`src/rtl/audio_framer.sv`:
```
// audio_framer -- framing stage of the MFCC pipeline.
//
// Buffers a pre-emphasized sample stream in a circular RAM and replays it as
// overlapping frames of frame_size samples. Consecutive frames start
// frame_size - frame_overlap samples apart.
//
// Optional feature: define FRAMER_OVERFLOW_EN to enable the sticky overflow
// flag. When it is not defined, overflow is tied low and has no logic.
//
// Ports:
//   clk, rst_n        clock (rising edge), asynchronous active-low reset
//   enable            run enable; low returns the block to IDLE next cycle
//   frame_size        samples per frame, 1..MAX_FRAME (latched in IDLE)
//   frame_overlap     samples shared by consecutive frames, < frame_size
//   sample_in/valid   input stream; sample_ready is high only in FILL
//   frame_out/valid   output stream; frame_ready is the consumer's accept
//   frame_first/last  beat is sample 0 / sample frame_size-1 of a frame
//   frame_index       frame number since leaving IDLE, wraps at 16 bits
//   cfg_err           latched configuration is invalid
//   overflow          sticky: a sample was offered during EMIT
//   dbg_state         current FSM state (0 IDLE, 1 FILL, 2 EMIT)
//
// Handshake: a transfer happens on a rising edge where valid and ready are
// both high. A producer holding valid keeps its data stable until the
// transfer; valid is withdrawn without a transfer only on enable=0 or reset.
module audio_framer #(
    parameter int DATA_W    = 16,
    parameter int MAX_FRAME = 256,
    parameter int ADDR_W    = 8
) (
    input  logic              clk,
    input  logic              rst_n,
    input  logic              enable,
    input  logic [ADDR_W:0]   frame_size,
    input  logic [ADDR_W:0]   frame_overlap,
    input  logic [DATA_W-1:0] sample_in,
    input  logic              sample_valid,
    output logic              sample_ready,
    output logic [DATA_W-1:0] frame_out,
    output logic              frame_valid,
    input  logic              frame_ready,
    output logic              frame_first,
    output logic              frame_last,
    output logic [15:0]       frame_index,
    output logic              cfg_err,
    output logic              overflow,
    output logic [1:0]        dbg_state
);

    localparam int CW = ADDR_W + 1;

    typedef enum logic [1:0] {
        S_IDLE = 2'd0,
        S_FILL = 2'd1,
        S_EMIT = 2'd2
    } state_t;

    state_t r_state;
    state_t w_next;

    logic [DATA_W-1:0] r_mem [MAX_FRAME];

    logic [CW-1:0]     r_size;
    logic [CW-1:0]     r_hop;
    logic [CW-1:0]     r_need;
    logic [CW-1:0]     r_issue_k;   // number of reads issued in this frame
    logic [ADDR_W-1:0] r_wr_ptr;
    logic [ADDR_W-1:0] r_start;
    logic [15:0]       r_frame_index;
    logic              r_cfg_err;
    logic [DATA_W-1:0] r_frame_out;
    logic              r_valid;
    logic              r_first;
    logic              r_last;

    logic              w_cfg_ok;
    logic              w_fill_hs;
    logic              w_rd_en;
    logic              w_last_acc;
    logic [ADDR_W-1:0] w_rd_addr;

    assign w_cfg_ok = (frame_size != '0)
                   && (frame_size <= CW'(MAX_FRAME))
                   && (frame_overlap < frame_size);

    assign sample_ready = (r_state == S_FILL) && enable;
    assign w_fill_hs    = sample_ready && sample_valid;

    // The RAM read register doubles as the output register, so a new read is
    // issued only when that register is empty or being drained this cycle.
    assign w_rd_en    = enable && (r_state == S_EMIT) && (r_issue_k < r_size)
                     && (!r_valid || frame_ready);
    assign w_rd_addr  = r_start + r_issue_k[ADDR_W-1:0];
    assign w_last_acc = (r_state == S_EMIT) && r_valid && r_last && frame_ready;

    always_ff @(posedge clk or negedge rst_n) begin
        if (!rst_n) begin
            r_state <= S_IDLE;
        end else begin
            r_state <= w_next;
        end
    end

    always_comb begin
        w_next = r_state;
        case (r_state)
            S_IDLE: if (enable && w_cfg_ok) w_next = S_FILL;
            S_FILL: if (w_fill_hs && (r_need == CW'(1))) w_next = S_EMIT;
            S_EMIT: if (w_last_acc) w_next = S_FILL;
            default: w_next = S_IDLE;
        endcase
        if (!enable) w_next = S_IDLE;
    end

    always_ff @(posedge clk) begin
        if (w_fill_hs) r_mem[r_wr_ptr] <= sample_in;
    end

    always_ff @(posedge clk or negedge rst_n) begin
        if (!rst_n) begin
            r_frame_out <= '0;
        end else if (w_rd_en) begin
            r_frame_out <= r_mem[w_rd_addr];
        end
    end

    always_ff @(posedge clk or negedge rst_n) begin
        if (!rst_n) begin
            r_size        <= '0;
            r_hop         <= '0;
            r_need        <= '0;
            r_issue_k     <= '0;
            r_wr_ptr      <= '0;
            r_start       <= '0;
            r_frame_index <= '0;
            r_cfg_err     <= 1'b0;
            r_valid       <= 1'b0;
            r_first       <= 1'b0;
            r_last        <= 1'b0;
        end else if (!enable) begin
            // Discard any partial frame; frame_index and cfg_err are held.
            r_issue_k <= '0;
            r_valid   <= 1'b0;
            r_first   <= 1'b0;
            r_last    <= 1'b0;
        end else begin
            case (r_state)
                S_IDLE: begin
                    r_size <= frame_size;
                    r_hop  <= frame_size - frame_overlap;
                    if (w_cfg_ok) begin
                        r_cfg_err     <= 1'b0;
                        r_need        <= frame_size;
                        r_wr_ptr      <= '0;
                        r_start       <= '0;
                        r_frame_index <= '0;
                        r_issue_k     <= '0;
                    end else begin
                        r_cfg_err <= 1'b1;
                    end
                end
                S_FILL: begin
                    if (w_fill_hs) begin
                        r_wr_ptr <= r_wr_ptr + ADDR_W'(1);
                        r_need   <= r_need - CW'(1);
                    end
                end
                S_EMIT: begin
                    if (w_rd_en) begin
                        r_issue_k <= r_issue_k + CW'(1);
                        r_valid   <= 1'b1;
                        r_first   <= (r_issue_k == '0);
                        r_last    <= (r_issue_k == r_size - CW'(1));
                    end else if (frame_ready) begin
                        r_valid <= 1'b0;
                    end
                    if (w_last_acc) begin
                        // Truncation to ADDR_W bits gives the modulo wrap;
                        // hop = MAX_FRAME correctly adds zero.
                        r_start       <= r_start + r_hop[ADDR_W-1:0];
                        r_need        <= r_hop;
                        r_issue_k     <= '0;
                        r_frame_index <= r_frame_index + 16'd1;
                    end
                end
                default: begin
                    r_valid <= 1'b0;
                end
            endcase
        end
    end

`ifdef FRAMER_OVERFLOW_EN
    logic r_overflow;

    always_ff @(posedge clk or negedge rst_n) begin
        if (!rst_n) begin
            r_overflow <= 1'b0;
        end else if (!enable || (r_state == S_IDLE)) begin
            r_overflow <= 1'b0;
        end else if ((r_state == S_EMIT) && sample_valid) begin
            r_overflow <= 1'b1;
        end
    end

    assign overflow = r_overflow;
`else
    assign overflow = 1'b0;
`endif

    assign frame_out   = r_frame_out;
    assign frame_valid = r_valid;
    assign frame_first = r_first;
    assign frame_last  = r_last;
    assign frame_index = r_frame_index;
    assign cfg_err     = r_cfg_err;
    assign dbg_state   = r_state;

endmodule

```
`config.mk`:
```
export PLATFORM = sky130hd
export DESIGN_NAME = audio_framer
export DESIGN_NICKNAME = d
export VERILOG_FILES = /design/src/rtl/audio_framer.sv
export SDC_FILE = /design/constraint.sdc
export NUM_CORES = 2
export LEC_CHECK = 0
export CORE_AREA = 2 2 813 815
export DETAILED_ROUTE_END_ITERATION = 10
export DIE_AREA = 0 0 815 817
export GPL_TIMING_DRIVEN = 0
export PLACE_DENSITY = 0.37
export SYNTH_ARGS = -nofsm -noshare
export SYNTH_HDL_FRONTEND = slang
export SYNTH_SLANG_ARGS = --single-unit
```
`constraint.sdc`:
```
create_clock -name clk -period 10.25 [get_ports clk]
set_clock_uncertainty 0.15 [all_clocks]
set_input_delay 1.025 -clock clk [delete_from_list [all_inputs] [get_ports clk]]
set_output_delay 1.025 -clock clk [all_outputs]
set_load 0.1 [all_outputs]
```
==> summary.txt <==
STA
  – Final setup fails: 0
  – Max Slew Vio Count: 19
  – F_max: 0.138 GHz
  – Slew headroom: -8.76%
  – Unrepaired setup endpoints after global routing: no
  – Min Tclk post-route: 7.27 ns
  – Hold WS: 0.113 ns
  – Final WS setup: 2.98 ns
  – Final Hold Fails: 0
  – Worst Tran Pin Value: 1.62 ns
  – Final period utilization: 70.9%

Critical path
  – Slowest library cell on the worst path: a32oi_1
  – WP data arrival: 8.10 ns
  – Critical path class: reg -> reg
  – Worst-path maximum fanout: 10
  – Crit end category: register
  – Critical-path cell list: ha_1 -> fa_1 -> buf_2 -> buf_4 -> buf_4 -> buf_2 -> buf_1 -> mux4_2 -> mux2i_1 -> a32oi_1 -> a31oi_1 -> a2111oi_2
  – Crit path required time: 11.08 ns
  – CP top delay family: compound AO/OA/AOI/OAI gates
  – Max incr delay on CP: 1.12 ns
  – CP bufs+invs: 5
  – Startpoint types: register

Floorplanning
  – Row cnt: 298
  – Core footprint: 657000 sq um
  – Die height: 817 um
  – Die width: 815 um
  – IO Pins: 79
  – Full die area: 666000 sq um
  – Starting Density: 24.9%

Routing
  – Routed WL: 695000 um
  – DR top layer: met5
  – Post-DR wirelength/cell: 39.3 um
  – DR vias/cell: 4.99
  – DR WL met2: 319000 um
  – Met3 WL: 54800 um
  – DRC errors left: 0
  – First drt pass iteration count: 6
  – M1 WL: 290000 um
  – Vias: 88.2k
  – DRT iter0 DRCs: 12.2k
  – Antenna viol nets, final: 1

Power
  – Maximum VDD drop: 0.148 mV
  – Leakage power: 60.0 nW
  – Pwr Density: 188 nW/um^2

Clocking
  – CTS buffer count: 465
  – CTS tree: yes
  – CTS H-Tree Depth: 5
  – Clock Latency Late Sink: 1.10 ns
  – Max Root-Sink Buffers: 4
  – Root Buffer: clkbuf_16
  – Post-CTS Hold Fix Bufs: 1
  – Postcts setup bufs: 0
  – Clock sink count: 4186
  – Clk slew on worst S/H paths: 0.06 ns
  – Post_cts resized: 0

Final layout
  – Final Core Density: 30.0%
  – Area delta synth->final: 20.4%
  – Share of post-route cells with drive strength above 1: 30.3%
  – Final std cells w/o fill: 17.7k
  – Final Instance Area: 197000 sq um
  – Nets@finish: 8643

Place
  – I/O Buffers: 77
  – Final GP Congestion: 0.919
  – Cells after DPL: 16.8k
  – Dpl ws: 2.93 ns
  – HPWL after DPL: 495000 um
  – Area post-placement: 182000 sq um

Synth
  – Syn Area/Cell: 21.2 sq um
  – Syn Inst Count: 7746
  – Post-synth top area share: 75.0%
  – Post-Syn Nets: 7834
  – Largest cells by area after synthesis: edfxtp_1 75%, mux4_2 15%, nand2_1 1.4%
  – FF+latch count, synth: 4186
  – Top FF cell, synth: edfxtp_1
  – YS warnings: 0
  – Top cells by count, synth: 4096 x edfxtp_1, 1112 x mux4_2, 611 x nand2_1
  – Sequential share of the synthesized area: 76.4%
  – Synthesized area: 164000 sq um
  – Post-synth EDFFs: 4096
  – Yosys cell types: 87
  – Leading area contributor after synthesis: edfxtp_1
  – Top-count cell post-synth: edfxtp_1
  – Post-synth ARST share: 2.15%

Global route
  – Global route total overflow: 0
  – Initial antenna violation count: 89
  – Largest net degree at the start of global routing: 153
  – First-pass GRT wire length: 893000 um
  – Vias in the first global route: 87.7k
  – Total global-route track usage: 20.3%

Status
  – Status: complete, but fails checks
  – Failing checks: antenna violations, max-capacitance violations, max-slew violations

Worst hold path
  – Hold Path Class: in -> reg

Job
  – Max-cap viol count: 6
## state kept, by name, indices dropped and copies added (netlist names), 2 cells and up
| register | count |
|---|---|
| dbg_state | 2 |
| frame_index | 16 |
| frame_out | 16 |
| r_hop | 9 |
| r_issue_k | 9 |
| r_mem | 4096 |
| r_need | 9 |
| r_size | 9 |
| r_start | 8 |
| r_wr_ptr | 8 |
## worst register-to-register path, cell delays in order, from the launching register on
cell	delay, ns
dfrtp_1	0.43
ha_1	0.28
fa_1	0.50
buf_2	0.34
buf_4	0.27
buf_4	0.33
buf_2	0.67
buf_1	1.04
mux4_2	0.46
mux2i_1	0.12
a32oi_1	1.12
a31oi_1	0.93
a2111oi_2	0.59
## path summary, 6_finish.rpt
| path | startpoint | end | slack [ns] | cells after the start |
|---|---|---|---|---|
| max | r_issue_k[0]$_DFFE_PN0P_ | frame_out[11]$_DFFE_PN0P_ | 2.98 | 12 |
| min | sample_in[13] | r_mem[136][13]$_DFFE_PP_ | 0.11 | 1 |
| max reg2reg | r_issue_k[0]$_DFFE_PN0P_ | frame_out[11]$_DFFE_PN0P_ | 2.98 | 12 |
| min reg2reg | cfg_err$_DFFE_PN0P_ | cfg_err$_DFFE_PN0P_ | 0.33 | 2 |
| max in group asynchronous | rst_n | r_start[5]$_DFFE_PN0P_ | 8.76 | 3 |
| min in group asynchronous | rst_n | r_wr_ptr[5]$_DFFE_PN0P_ | 0.31 | 2 |
## power by group
part           switching [mW]  leakage, nW  internal [mW]
registers               0.131         38.0           18.9
clock network            7.19         7.35           9.57
logic                    1.07         14.6          0.322
## through the flow
step | setup TNS [ns] | power, mW
floorplan | 0 | 19.9
global placement | -2636.15 | 20.8
detailed placement | 0 | 20.8
CTS | 0 | 37.5
global route | 0 | 38.2
finish | 0 | 37.2
## layout by cell type (no fill, tap or decap), types with 84 or more instances in the layout
master	n
nor2_4	103
edfxtp_1	4096
clkinv_1	115
clkbuf_16	467
buf_4	93
dfrtp_1	90
mux2i_1	84
buf_8	137
nand2_1	611
mux4_2	1112
clkinv_2	96
clkbuf_1	190
buf_2	175
buf_16	96
nand3_1	238
nor2_2	160
## layer usage
layer | global-route usage [%] | vias up
met3 | 4.54 | 905
met5 | 0 | -
met1 | 27.2 | 49200
met2 | 32.1 | 4086
li1 | - | 34000
met4 | 7.76 | 12
## cell type report
class                           instances  area (sq um)
Antenna cell                           30          75.1
Buffer                                447          2480
Clock buffer                          577         12200
Clock inverter                        295          2930
Fill cell                           63700        460000
Inverter                               51           191
Multi-Input combinational cell       3062         37300
Sequential cell                      4186        125000
Tap cell                             8700         10900
Timing Repair Buffer                  342          6150
## kinds of logic (layout without fill, tap and decap cells)
| logic type | after synthesis | in the layout | share of synthesized area (%) |
|---|---|---|---|
| buffers and inverters | 498 | 1712 | 1.58 |
| and+or+nand+nor | 1325 | 1325 | 3.51 |
| AOI/OAI and AO/OA | 417 | 417 | 1.84 |
| other | 1 | 31 | 0.00229 |
| muxes | 1234 | 1234 | 16.1 |
| xor gates and xnor gates | 36 | 36 | 0.197 |
| DFF | 4186 | 4186 | 76.4 |
| adders and majority gates | 49 | 49 | 0.388 |
No activity file was read; power rests on OpenSTA's default activity.
